<file path="config.mk">
export PLATFORM = sky130hd
export DESIGN_NAME = ps2_keycode_rx
export DESIGN_NICKNAME = d
export VERILOG_FILES = /design/src/rtl/ps2_keycode_rx.sv
export SDC_FILE = /design/constraint.sdc
export NUM_CORES = 1
export LEC_CHECK = 0
export ABC_AREA = 1
export CORE_MARGIN = 10
export CORE_UTILIZATION = 45
export CTS_CLUSTER_DIAMETER = 60
export CTS_CLUSTER_SIZE = 24
export DETAILED_ROUTE_END_ITERATION = 8
export PLACE_DENSITY = 0.68
export SYNTH_ARGS = -nofsm -noshare
export SYNTH_HDL_FRONTEND = slang
export SYNTH_SLANG_ARGS = --single-unit
</file>
<file path="constraint.sdc">
create_clock -name Clk -period 1.56 [get_ports Clk]
set_input_delay 0.312 -clock Clk [delete_from_list [all_inputs] [get_ports Clk]]
set_output_delay 0.312 -clock Clk [all_outputs]
set_load 0.05 [all_outputs]
</file>
<file path="src/rtl/ps2_keycode_rx.sv">
// rtl/ps2_keycode_rx.sv - PS/2 set-2 receiver with E0/F0 prefix tracking and HID keycode output
//
// Ports:
//   Clk        - system clock
//   Reset_n    - asynchronous active-low reset
//   PS2_CLK    - raw PS/2 clock pin (asynchronous, idle high)
//   PS2_DAT    - raw PS/2 data pin (asynchronous)
//   keycode    - HID code of the currently held mapped key, 0x00 when none
//   scan_valid - one-cycle pulse, a frame passed start/parity/stop checks
//   scan_code  - data byte of the last good frame
//   parity_err - one-cycle pulse, parity check failed
//   frame_err  - one-cycle pulse, bad start bit, bad stop bit or inter-edge timeout

module ps2_keycode_rx #(
    parameter int CLK_HZ     = 50000000,
    parameter int TIMEOUT_US = 200
) (
    input  logic       Clk,
    input  logic       Reset_n,
    input  logic       PS2_CLK,
    input  logic       PS2_DAT,
    output logic [7:0] keycode,
    output logic       scan_valid,
    output logic [7:0] scan_code,
    output logic       parity_err,
    output logic       frame_err
);

    localparam int TIMEOUT_CYC = (CLK_HZ / 1000000) * TIMEOUT_US;
    localparam int TMO_W       = $clog2(TIMEOUT_CYC + 1);
    localparam logic [TMO_W-1:0] TMO_LAST = TMO_W'(TIMEOUT_CYC - 1);

    typedef enum logic [1:0] {
        ST_IDLE,
        ST_DATA,
        ST_PARITY,
        ST_STOP
    } state_t;

    // Input conditioning: two-flop synchronizers preset to the idle level
    logic clk_s1, clk_s2, clk_prev;
    logic dat_s1, dat_s2;

    // Falling-edge strobe and the data bit captured with it, registered so
    // the frame FSM sees a clean one-cycle event.
    logic fall_q;
    logic dat_q;

    always_ff @(posedge Clk or negedge Reset_n) begin
        if (!Reset_n) begin
            clk_s1   <= 1'b1;
            clk_s2   <= 1'b1;
            clk_prev <= 1'b1;
            dat_s1   <= 1'b1;
            dat_s2   <= 1'b1;
            fall_q   <= 1'b0;
            dat_q    <= 1'b0;
        end else begin
            clk_s1   <= PS2_CLK;
            clk_s2   <= clk_s1;
            clk_prev <= clk_s2;
            dat_s1   <= PS2_DAT;
            dat_s2   <= dat_s1;
            fall_q   <= clk_prev & ~clk_s2;
            dat_q    <= dat_s2;
        end
    end

    // Frame FSM
    state_t           state, state_n;
    logic [2:0]       bit_cnt, bit_cnt_n;
    logic [7:0]       shift, shift_n;
    logic             par_bit, par_bit_n;
    logic [TMO_W-1:0] tmo_cnt, tmo_cnt_n;
    logic             valid_n, perr_n, ferr_n;
    logic [7:0]       code_n;
    logic             tmo_hit;

    always_ff @(posedge Clk or negedge Reset_n) begin
        if (!Reset_n) begin
            state      <= ST_IDLE;
            bit_cnt    <= 3'd0;
            shift      <= 8'h00;
            par_bit    <= 1'b0;
            tmo_cnt    <= '0;
            scan_valid <= 1'b0;
            parity_err <= 1'b0;
            frame_err  <= 1'b0;
            scan_code  <= 8'h00;
        end else begin
            state      <= state_n;
            bit_cnt    <= bit_cnt_n;
            shift      <= shift_n;
            par_bit    <= par_bit_n;
            tmo_cnt    <= tmo_cnt_n;
            scan_valid <= valid_n;
            parity_err <= perr_n;
            frame_err  <= ferr_n;
            scan_code  <= code_n;
        end
    end

    always_comb begin
        state_n   = state;
        bit_cnt_n = bit_cnt;
        shift_n   = shift;
        par_bit_n = par_bit;
        valid_n   = 1'b0;
        perr_n    = 1'b0;
        ferr_n    = 1'b0;
        code_n    = scan_code;

        // An edge in the same cycle restarts the gap count, so it wins over timeout
        tmo_hit = (state != ST_IDLE) && !fall_q && (tmo_cnt == TMO_LAST);

        if (state == ST_IDLE || fall_q) begin
            tmo_cnt_n = '0;
        end else begin
            tmo_cnt_n = tmo_cnt + TMO_W'(1);
        end

        case (state)
            ST_IDLE: begin
                if (fall_q) begin
                    if (!dat_q) begin
                        state_n   = ST_DATA;
                        bit_cnt_n = 3'd0;
                    end else begin
                        ferr_n = 1'b1;
                    end
                end
            end
            ST_DATA: begin
                if (fall_q) begin
                    shift_n = {dat_q, shift[7:1]};
                    if (bit_cnt == 3'd7) begin
                        state_n = ST_PARITY;
                    end else begin
                        bit_cnt_n = bit_cnt + 3'd1;
                    end
                end
            end
            ST_PARITY: begin
                if (fall_q) begin
                    par_bit_n = dat_q;
                    state_n   = ST_STOP;
                end
            end
            ST_STOP: begin
                if (fall_q) begin
                    state_n = ST_IDLE;
                    if (!dat_q) begin
                        ferr_n = 1'b1;
                    end else if (^{shift, par_bit} == 1'b0) begin
                        perr_n = 1'b1;
                    end else begin
                        valid_n = 1'b1;
                        code_n  = shift;
                    end
                end
            end
            default: begin
                state_n = ST_IDLE;
            end
        endcase

        if (tmo_hit) begin
            state_n = ST_IDLE;
            ferr_n  = 1'b1;
        end
    end

    // Scancode decoder
    logic       ext, brk;
    logic       map_hit;
    logic [7:0] map_hid;

    always_comb begin
        map_hit = 1'b1;
        map_hid = 8'h00;
        case ({ext, scan_code})
            9'h0_1C: map_hid = 8'h04;
            9'h0_23: map_hid = 8'h07;
            9'h0_1D: map_hid = 8'h1A;
            9'h0_1B: map_hid = 8'h16;
            9'h0_29: map_hid = 8'h2C;
            9'h0_5A: map_hid = 8'h28;
            9'h1_75: map_hid = 8'h52;
            9'h1_72: map_hid = 8'h51;
            9'h1_6B: map_hid = 8'h50;
            9'h1_74: map_hid = 8'h4F;
            default: map_hit = 1'b0;
        endcase
    end

    always_ff @(posedge Clk or negedge Reset_n) begin
        if (!Reset_n) begin
            ext     <= 1'b0;
            brk     <= 1'b0;
            keycode <= 8'h00;
        end else if (scan_valid) begin
            if (scan_code == 8'hE0) begin
                ext <= 1'b1;
            end else if (scan_code == 8'hF0) begin
                brk <= 1'b1;
            end else begin
                if (map_hit) begin
                    if (brk) begin
                        // Releasing an older key must not clear a newer held one
                        if (keycode == map_hid) begin
                            keycode <= 8'h00;
                        end
                    end else begin
                        keycode <= map_hid;
                    end
                end
                ext <= 1'b0;
                brk <= 1'b0;
            end
        end
    end

endmodule

</file>
* After elaboration in Yosys (flattened, before gate mapping)
Cells that the tools add are included.
** Storage, ports and cells
- Register bits :: 56
- Input bits :: 4
- Output and inout bits :: 19
- Word-level logic and storage cells :: 107
** Operators by class
- $add $sub $neg :: 2
- Equal/unequal tests :: 30
- Muxes and demuxes :: 35
- Bitwise operators :: 4
- Reduce and logical (&&, ||, !) cells :: 17
** Operators by type and width (number)
- one-hot mux 7 bit (10 select lines) :: 1
- equality test 9 bit (second input constant) :: 4
- equality test 9 x 5 -> 1 bit (second input constant) :: 3
- equality test 9 x 6 -> 1 bit (second input constant) :: 2
- inequality test 3 bit (second input constant) :: 6
- two-way mux 1 bit :: 17
- equality test 8 bit (second input constant) :: 2
- two-way mux 8 bit :: 2
- adder 14 x 1 -> 14 bit (second input constant) :: 1
- equality test 14 bit (second input constant) :: 1
- two-way mux 14 bit :: 1
- two-way mux 2 bit :: 7
- two-way mux 3 bit :: 4
- inequality test 2 bit (second input constant) :: 5
- AND reduction 5 bit :: 2
- OR reduction 10 bit :: 1
- equality test 9 x 7 -> 1 bit (second input constant) :: 1
- XOR reduction 9 bit :: 1
- equality test 8 bit :: 1
- one-hot mux 2 bit (4 select lines) :: 1
- AND reduction 2 bit :: 4
- one-hot mux 3 bit (2 select lines) :: 1
- AND reduction 6 bit :: 1
- equality test 2 bit (second input constant) :: 2
- other kinds (13) :: 17

* Logic depth before layout (Yosys ltp)
Gate-level depths: netlist (run 1).
- Depth after elaboration :: 5
- Depth in mapped cells :: 13
- Depth with buffers taken out :: 13

* Least setup slack after synthesis (run 1)
No wires, ideal clock.
- Kind :: reg-to-reg
- Start point :: register scan_code[6]
- End point :: register keycode[6]
- Library setup time :: 0.120 ns
- Arrival time :: 1.872 ns
- Required time :: 1.440 ns
- Path slack :: -0.433 ns
- Cell stages (with the launch flop) :: 11
- Buffers on the path :: 0
- Period minus slack after synthesis :: 1.993 ns
- Cells stage by stage :: dfrtp_1 -> nand2_1 -> nor2_4 -> nand3_1 -> and2_1 -> nand3b_1 -> nand2_1 -> nor2_1 -> nand4_2 -> nand3_1 -> nand2_1
** Between the ends
- Cells in the longest elaborated chain, start to end :: 5
- Elaborated cells between the ends (all ways) :: 21
- Those cells by class :: 14 x eq/ne; 3 x mux; 2 x bitwise; 2 x reduce/logical
** RTL lines
- from (decl) :: RTL line 24 : output logic [7:0] scan_code,
- from (signal assigned) :: RTL line 99 : scan_code <= code_n;
- equality test 9 bit, or another cell as far along :: RTL line 181 : case ({ext, scan_code})
- one-hot mux 7 bit (10 select lines) :: RTL line 181
- equality test 8 bit :: RTL line 210 : if (keycode == map_hid) begin
- inequality test 2 x 1 -> 1 bit (no line)
- AND reduction 5 bit (no line)
- to (signal assigned) :: RTL line 214 : keycode <= map_hid;
- to (decl) :: RTL line 22 : output logic [7:0] keycode,
Several ways; a longest one is shown, not always the timed one.
A chain may end at the register's enable or synchronous reset.

* Worst setup path after layout (run 1)
- Start point :: register shift[5]
- End point :: register scan_code[0]
** Between the ends
- Cells in the longest elaborated chain, start to end :: 2
** RTL lines
- from (decl) :: RTL line 72 : logic [7:0] shift, shift_n;
- from (signal assigned) :: RTL line 93 : shift <= shift_n;
- XOR reduction 9 bit :: RTL line 154 : end else if (^{shift, par_bit} == 1'b0) begin
- AND reduction 4 bit (no line)
No other way between the ends.

==> impl_metrics.csv, run 1 <==
group,metric,value,unit
yosys,synth_seq_cells,55,
cells_and_area,n_antenna_cell,0,
routing,route.detailed.drc,0,
yosys,ys_types,34,
timing,finalCriticalPeriod,1820,ps
timing,fin_crit_sh,117,%
outcome,outcome,"finished with violations",
worst_setup_path,cp.buffers_inverters,2,
flow_run,drv_cap,0,
cells_and_area,final_area,0.00451,mm2
yosys,synthArstFlopShare,100,%
cells_and_area,area_growth,57.8,%
global_routing,grt_overflow,0,
place,place_hpwl,4960,um
global_routing,grt_usage,14.7,%
place,dpl-instance-area,0.00376,mm2
routing,viasPerCell,5.14,
global_routing,use_met2,25.9,%
yosys,synthTopCellsByCount,"93 x nand2_1, 52 x inv_1, 50 x dfrtp_1",
outcome,violations,"negative setup slack",
routing,drt_iter0_markers,128,
clock_network,clock_sinks,55,
yosys,synthCells,364,
die,start_util,47.4,%
routing,final_antenna_net_count,0,
yosys,avgSynthCellArea,7.85,um2
clock_network,clock_latency,320,ps
global_routing,grt_pass1_wl,12200,um
clock_network,clk_pin_slew,100,ps
timing,maxSlewViolCount,0,
timing,setup_slack,-259,ps
timing,rsz0062_at_grt,"true",
clock_network,cts_tree,"done",
die,die_w,99.7,um
worst_setup_path,path_class,"flip-flop to flip-flop",
yosys,ys_seq_area_share,48.4,%
yosys,synth_top_area_share,43.8,%
timing,fmax,0.550,GHz
clock_network,cts_buffer_depth,2,
timing,hold_violations,0,
yosys,syn_nets,375,
worst_setup_path,worstPathMaxFanout,8,
global_routing,use_met1,17.1,%
yosys,synth_edf_count,0,
worst_setup_path,path_cells,"xor2_2 > xnor2_2 > xnor2_2 > xor2_2 > buf_4 > nand2_8 > inv_6 > nand2_4 > nand2_2",
cells_and_area,seq_area,0.00140,mm2
clock_network,h-tree-depth,2,
timing,tightest_slew,504,ps
yosys,synth_area_leaders,"dfrtp_1 44%, nand2_1 12%, inv_1 6.8%, nand3_1 5.6%, nor2_1 5.5%",
clock_network,cts_root_buf,"clkbuf_8",
yosys,ys.flop_type,"dfrtp_1",
global_routing,grt_max_degree,56,
power_and_ir_drop,peakVddDrop,1.02,mV
cells_and_area,fin_nets,473,
routing,routed_wl,7920,um
worst_setup_path,critPathLaunchType,"flip-flop",
place,dp.cells,507,
yosys,synth_top_cell_by_area,"dfrtp_1",
place,portBuffers,21,
routing,first_pass_iters,4,
die,core,0.00603,mm2
worst_hold_path,hp-class,"flip-flop to flip-flop",
worst_setup_path,path_delay_family,"XOR/XNOR gates",
global_routing,gr-usage-met3,3.81,%
worst_setup_path,worstPathRequired,1820,ps
timing,setup_viol_count_final,21,
power_and_ir_drop,p_per_area,1400,mW/mm2
worst_setup_path,cp_slowest_stage_delay,420,ps
place,gp_congestion,0.855,
routing,dr_total_vias,2765,
die,io_pins,23,
timing,relSlewSlack,66.3,%
timing,skew,5.45,ps
clock_network,cts_made_buffers,5,
die,die_area,0.00993,mm2
worst_setup_path,crit_arrival,2080,ps
global_routing,grt_antenna_before_repair,0,
worst_setup_path,crit_path_end_kind,"flip-flop",
die,rows,28,
power_and_ir_drop,p_leak,2.15,nW
global_routing,grt_pass1_vias,2615,
worst_setup_path,cp_slowest_cell,"dfrtp_1",
yosys,synthesis.area,0.00286,mm2
cells_and_area,multi_input_area,0.00177,mm2
die,dieHeight,99.7,um
cells_and_area,drive_gt1_share,48.4,%
cells_and_area,n_fill_cell,400,
routing,wire_per_inst,14.7,um
power_and_ir_drop,power,6.31,mW
yosys,yosys.cell_count.top_type,"nand2_1",
global_routing,grt_busiest_layer,"met2",
yosys,yosys_warnings,0,
cells_and_area,final_cell_count_no_fill,538,
## metal layers
layer | vias up | routed length (um)
met1 | 1322 | 3140
met2 | 68 | 4220
li1 | 1355 | -
met4 | 0 | 205
met3 | 20 | 353
met5 | - | 0
## sequential cells by signal (all words and copies together) (netlist names), 2 cells and up
signal,flops
shift,8
keycode,7
bit_cnt,3
scan_code,8
state,2
tmo_cnt,14
## power by group
| group | internal [mW] | switching (mW) | leakage [nW] | total, mW |
|---|---|---|---|---|
| clock | 0.327 | 0.496 | 0.0458 | 0.823 |
| sequential | 1.69 | 0.244 | 0.714 | 1.93 |
| combinational | 1.66 | 1.90 | 1.39 | 3.56 |
## cell usage in the layout (no fill, tap or decap), drive strengths merged
cell type / count
dfstp: 5
nand2: 95
nor3: 8
nor4: 1
a21oi: 14
a31oi: 2
clkdlybuf4s50: 2
xnor2: 5
ha: 7
and2: 2
buf: 91
dlygate4sd3: 1
nor2: 44
o32ai: 1
nand3: 32
clkbuf: 6
xor2: 3
nand3b: 3
o21a: 4
o21bai: 1
conb: 1
o31ai: 1
dfrtp: 50
clkinv: 1
inv: 54
nand4: 2
o21ai: 26
or2: 1
## kinds of logic after synthesis
logic type	count (synthesis)	share of synthesized area (%)
adders and majority gates	7	3.07
DFF	55	48.4
buffers and inverters	57	7.93
and+or+nand+nor	187	27.9
other	1	0.131
AOI/OAI and AO/OA	49	10.1
xor gates and xnor gates	8	2.45
## per-stage QoR
stage | util, % | hold WS, ps | setup WS [ps] | setup TNS [ps]
6_report | 74.8 | 363 | -259 | -4340
5_1_grt | 74.8 | 369 | -409 | -6740
4_1_cts | 69.1 | 366 | -161 | -2480
3_5_place_dp | 62.4 | 330 | -343 | -5320
3_3_place_gp | 62.4 | 327 | -282 | -4320
2_1_floorplan | - | 16.4 | -217 | -1550
## final timing paths
| check | end | cells after the start | startpoint | slack [ps] |
|---|---|---|---|---|
| worst max register to register | scan_code[0] | 9 | shift[5] | -260 |
| worst min register to register | dat_s2 | 0 | dat_s1 | 360 |
| max in group asynchronous | dat_s2 | 3 | Reset_n | 760 |
| worst min-delay path | dat_s2 | 0 | dat_s1 | 360 |
| worst max-delay path | scan_code[0] | 9 | shift[5] | -260 |
| min in group asynchronous | scan_code[1] | 3 | Reset_n | 510 |
## final cells by class
cell class,count,share of cell area [%]
clock inverter,2,0.389
timing repair buffer,94,21.2
multi-input combinational,253,39.2
tap,75,2.08
sequential,55,31.0
inverter,53,4.58
clock buffer,6,1.61
## what timing repair did
item,CTS,global route
hold buffers,1,0
setup endpoints to repair,30,38
resized for setup,56,71
cloned,1,0
pin swaps,22,21
buffers inserted,13,12
hold endpoints to repair,50,0
No activity file was read; power rests on OpenSTA's default activity.
==> run 2: changes to the inputs <==
CORE_MARGIN = not set   (was 10)
==> run 2 against run 1 <==
The flow still finishes with violations (negative setup slack). Setup slack worse by 54 ps. Routed wire length is 1.8% lower. Combinational power is 7.3% higher. Count of clock-buffer cells in the layout is 2 higher. Register-to-register slack worse by 50 ps. Utilization is 2.9 points higher. Clock skew is 4.7 ps higher. Via count is 0.36% higher. Critical endpoint is now keycode[4].
==> impl_metrics.csv, run 2 (synthesized netlist as in run 1, its figures left out) <==
group,metric,value,unit
worst_setup_path,worstPathRequired,1750,ps
power_and_ir_drop,p_leak,2.17,nW
global_routing,grt_usage,22.2,%
timing,setup_slack,-312,ps
timing,setup_viol_count_final,24,
timing,fin_tns_setup,-3870,ps
timing,finalCriticalPeriod,1870,ps
clock_network,clock_latency,300,ps
worst_hold_path,hp-class,"flip-flop to flip-flop",
routing,dr_total_vias,2775,
power_and_ir_drop,sequentialPowerShare,29.2,%
die,rows,28,
timing,maxSlewViolCount,0,
global_routing,grt_pass1_wl,11400,um
cells_and_area,drive_gt1_share,51.5,%
routing,viasPerCell,5.05,
cells_and_area,regMostFlops,"tmo_cnt",
global_routing,grt_pass1_vias,2724,
timing,skew,10.1,ps
die,dieHeight,81.7,um
place,gp_congestion,0.977,
place,portBuffers,21,
worst_setup_path,worstPathMaxFanout,7,
routing,route.detailed.drc,0,
cells_and_area,largest_reg_flops,14,
cells_and_area,area_growth,63.9,%
worst_setup_path,critPathCapture,"keycode[4]",
worst_setup_path,critPathLaunchType,"flip-flop",
worst_setup_path,r2r-end,"keycode[4]",
worst_setup_path,rr_worst_depth,11,
routing,routed_wl,7780,um
global_routing,grt_max_degree,56,
cells_and_area,layout_common_cells,"70 x buf_4, 64 x nand2_1, 41 x dfrtp_1",
place,post-place-ws,-308,ps
clock_network,cts_root_buf,"clkbuf_8",
cells_and_area,reg_top3,"tmo_cnt (14), scan_code (8), shift (8)",
worst_setup_path,ff2ff_setup_slack,-310,ps
power_and_ir_drop,p_switching,2.55,mW
clock_network,clock_sinks,55,
routing,wire_per_inst,14.2,um
cells_and_area,final_area,0.00468,mm2
worst_setup_path,crit_path_end_kind,"flip-flop",
timing,fmax,0.534,GHz
die,io_pins,23,
place,place_hpwl,4470,um
timing,rsz0062_at_grt,"true",
clock_network,cts_tree,"done",
power_and_ir_drop,power,6.60,mW
cells_and_area,n_fill_cell,372,
die,die_area,0.00667,mm2
clock_network,cts_made_buffers,5,
clock_network,h-tree-depth,2,
outcome,violations,"negative setup slack",
timing,fin_crit_sh,120,%
routing,final_antenna_net_count,0,
power_and_ir_drop,p_int,4.06,mW
outcome,outcome,"finished with violations",
cells_and_area,layout_commonest_cell,"buf_4",
timing,whs,361,ps
routing,drt_iter0_markers,131,
power_and_ir_drop,p_clk_share,12.9,%
global_routing,grt_overflow,0,
cells_and_area,n_antenna_cell,0,
die,start_util,47.4,%
die,core,0.00603,mm2
routing,first_pass_iters,5,
timing,hold_violations,0,
power_and_ir_drop,swShare,38.6,%
die,die_w,81.7,um
global_routing,grt_antenna_before_repair,0,
power_and_ir_drop,peakVddDrop,1.09,mV
worst_setup_path,crit_arrival,2060,ps
worst_setup_path,path_class,"flip-flop to flip-flop",
clock_network,cts_buffer_depth,2,
worst_setup_path,startpoint,"scan_code[7]",
flow_run,drv_cap,0,
power_and_ir_drop,p_per_area,1410,mW/mm2
clock_network,clk_pin_slew,100,ps
place,dpl-instance-area,0.00376,mm2
power_and_ir_drop,power_frac_comb,57.9,%
worst_setup_path,r2r_start,"scan_code[7]",
worst_hold_path,min_path_cells,0,
cells_and_area,fin_nets,484,
-- run 2: cell types whose count changed in the layout (fill, tap and decap cells not counted), moves of 4 or more --
cell	change
xnor2_2	-5
buf_6	+7
inv_1	-6
xnor2_1	+5
nand3_2	+4
nand3_1	-7
-- run 2: how the worst min path moves through the flow --
| stage | startpoint | to | slack, ps |
|---|---|---|---|
| after floorplan | Reset_n | bit_cnt[0] | 20 |
| after global placement | Reset_n | scan_code[1] | 330 |
| after detailed placement | Reset_n | scan_code[5] | 330 |
| after CTS | dat_s1 | dat_s2 | 360 |
| after global routing | dat_s1 | dat_s2 | 370 |
| final | dat_s1 | dat_s2 | 360 |
-- run 2: critical path: stages (launching register included) --
cell	delay (ps)
dfrtp_2	440
inv_4	80
nand2_4	60
nor2_4	190
nand3b_1	190
buf_4	180
nand3_1	70
nand2_1	60
nor2_2	130
nand4_4	210
nand3_2	110
nand2_1	50
-- run 2: area by class of cell --
class | instances | area, um2 | area share [%]
clock buffer | 8 | 100 | 2.14
sequential | 55 | 1390 | 29.8
tap | 75 | 93.8 | 2.00
multi-input combinational | 253 | 1800 | 38.5
inverter | 53 | 215 | 4.60
timing repair buffer | 105 | 1080 | 23.0
-- run 2: repair_timing --
action,4_1_cts,5_1_grt
cloned,1,0
setup buffers,13,24
endpoints found under the setup margin,23,32
pin swaps,25,44
hold buffers,1,0
gates resized for setup,65,83
hold endpoints to repair,7,0
-- run 2: layer usage --
metal,vias up,GRT usage [%],wire (um)
met2,54,42.1,4250
met4,0,6.32,110
met3,12,3.33,169
li1,1373,-,-
met1,1336,25.7,3240
met5,-,0,0
-- run 2: through the flow --
step	utilization, %	cells
floorplan	-	364
global placement	62.4	505
detailed placement	62.4	505
CTS	69.9	528
global route	77.7	549
finish	77.7	549
-- run 2: power groups by stage --
stage | clock network, mW | logic (mW) | registers, mW
floorplan | 0 | 1.05 | 2.05
global placement | 0 | 2.14 | 1.90
detailed placement | 0 | 2.18 | 1.91
CTS | 0.872 | 3.17 | 1.90
global route | 0.924 | 4.09 | 1.95
finish | 0.850 | 3.82 | 1.93
==> run 3: changes to the inputs <==
ABC_CLOCK_PERIOD_IN_PS = 1560   (was not set)
CORE_UTILIZATION = 32   (was 45)
PLACE_DENSITY = not set   (was 0.68)
==> run 3 against run 2 <==
The run still ends with negative setup slack left. Sequential power about the same. First-iteration DRC count decreased by 44%. Worst hold slack about the same. Sequential cell count unchanged. Sequential share of layout area increased by 1.4 points. Critical path depth unchanged. Die area increased by 40%. Routed wire length decreased by 11%. Largest power group unchanged.
==> impl_metrics.csv, run 3 (synthesized netlist as in run 1, its figures left out) <==
group,metric,value,unit
timing,setup_viol_count_final,20,
cells_and_area,seq_area,0.00139,mm2
cells_and_area,area_growth,56.3,%
worst_hold_path,holdCritStartpoint,"dat_s1",
routing,routed_wl,6940,um
routing,final_antenna_net_count,0,
cells_and_area,fin_util,51.4,%
power_and_ir_drop,p_leak,2.09,nW
worst_setup_path,r2r_start,"scan_code[7]",
die,core,0.00868,mm2
routing,first_pass_iters,4,
worst_hold_path,min_path_cells,0,
cells_and_area,fin_nets,466,
cells_and_area,layout_commonest_cell,"nand2_1",
worst_hold_path,hold_end,"dat_s2",
global_routing,grt_antenna_before_repair,0,
routing,wire_per_inst,12.3,um
timing,fin_crit_sh,119,%
worst_setup_path,rr_worst_depth,11,
place,post-place-ws,-260,ps
die,start_util,32.9,%
cells_and_area,reg_top3,"tmo_cnt (14), scan_code (8), shift (8)",
die,io_pins,23,
worst_setup_path,path_class,"flip-flop to flip-flop",
clock_network,clk_pin_slew,100,ps
die,die_w,96.5,um
routing,dr_total_vias,2705,
worst_setup_path,crit_path_end_kind,"flip-flop",
routing,drt_iter0_markers,73,
global_routing,grt_overflow,0,
outcome,outcome,"finished with violations",
global_routing,grt_max_degree,23,
flow_run,drv_cap,0,
timing,skew,10.5,ps
worst_hold_path,hp-class,"flip-flop to flip-flop",
global_routing,grt_usage,15.0,%
clock_network,cts_root_buf,"clkbuf_8",
routing,viasPerCell,4.80,
worst_setup_path,r2r-end,"keycode[1]",
cells_and_area,largest_reg_flops,14,
clock_network,clock_latency,310,ps
cells_and_area,n_antenna_cell,0,
worst_setup_path,worstPathMaxFanout,7,
timing,finalCriticalPeriod,1860,ps
worst_setup_path,crit_arrival,2060,ps
power_and_ir_drop,power,5.54,mW
worst_setup_path,critPathLaunchType,"flip-flop",
cells_and_area,layout_common_cells,"67 x nand2_1, 60 x buf_4, 42 x inv_1",
timing,rsz0062_at_grt,"true",
cells_and_area,n_fill_cell,805,
cells_and_area,drive_gt1_share,45.4,%
clock_network,cts_buffer_depth,2,
die,dieHeight,96.5,um
timing,setup_slack,-298,ps
die,rows,34,
place,gp_congestion,0.927,
global_routing,grt_pass1_vias,2531,
timing,hold_violations,0,
clock_network,cts_tree,"done",
power_and_ir_drop,p_per_area,1240,mW/mm2
worst_setup_path,startpoint,"scan_code[7]",
worst_setup_path,ff2ff_setup_slack,-300,ps
cells_and_area,regMostFlops,"tmo_cnt",
routing,route.detailed.drc,0,
clock_network,clock_sinks,55,
timing,maxSlewViolCount,0,
clock_network,cts_made_buffers,5,
place,portBuffers,21,
cells_and_area,multi_input_area,0.00169,mm2
die,die_area,0.00931,mm2
clock_network,h-tree-depth,2,
outcome,violations,"negative setup slack",
power_and_ir_drop,peakVddDrop,0.473,mV
place,place_hpwl,4710,um
worst_setup_path,worstPathRequired,1770,ps
timing,fmax,0.538,GHz
global_routing,grt_pass1_wl,10900,um
[run 3: cell types whose count changed in the layout (fill, tap and decap cells not counted), moves of 5 or more]
cell | before | now
inv_1 | 37 | 42
buf_4 | 70 | 60
buf_6 | 12 | 4
nor2_2 | 12 | 7
nor2_1 | 21 | 26
[run 3: through the flow]
stage          TNS [ps]  cells  instance area [um2]  hold WS (ps)
6_report          -4000    564                 4460           361
5_1_grt           -6190    564                 4460           370
4_1_cts           -2830    555                 4160           361
3_5_place_dp      -3340    538                 3800           266
3_3_place_gp      -3140    538                 3800           262
2_1_floorplan     -1550    364                 2930          16.4
[run 3: area by class of cell]
class	count	share of cell area (%)
multi-input combinational	252	37.8
sequential	55	31.2
clock inverter	3	0.561
clock buffer	5	1.54
inverter	53	4.90
tap	108	3.03
timing repair buffer	88	21.0
[run 3: how the worst max path moves through the flow]
stage                             to  slack [ps]
after floorplan           keycode[6]        -220
after global placement    keycode[4]        -250
after detailed placement  keycode[1]        -260
after CTS                 keycode[1]        -190
after global routing      keycode[1]        -400
final                     keycode[1]        -300
[run 3: what timing repair did]
action	in CTS	in global routing
resized for setup	58	58
pin swaps	23	27
endpoints found under the setup margin	22	38
buffers inserted	8	11
hold buffers	1	0
endpoints found under the hold margin	13	0
cloned	0	1
[run 3: power breakdown]
| part | internal (mW) | switching, mW |
|---|---|---|
| Clock | 0.322 | 0.494 |
| Sequential | 1.68 | 0.237 |
| Combinational | 1.38 | 1.43 |
[run 3: critical path, cell delays in order, from the launching register on]
cell and delay [ps]:
dfrtp_2 430, inv_4 90, nand2_4 70, nor2_4 180
nand3_2 120, and2_4 190, nand3_1 70, nand2_1 70
nor2_2 150, nand4_4 200, nand3_2 130, nand2_1 60
[run 3: layer usage]
metal | global-route usage, % | vias to the layer above | part of all wire (%)
met5 | 0 | - | 0
met4 | 3.31 | 0 | 1.3
met3 | 2.82 | 11 | 3.0
met2 | 27.2 | 51 | 52
met1 | 18.2 | 1307 | 44
li1 | - | 1336 | -
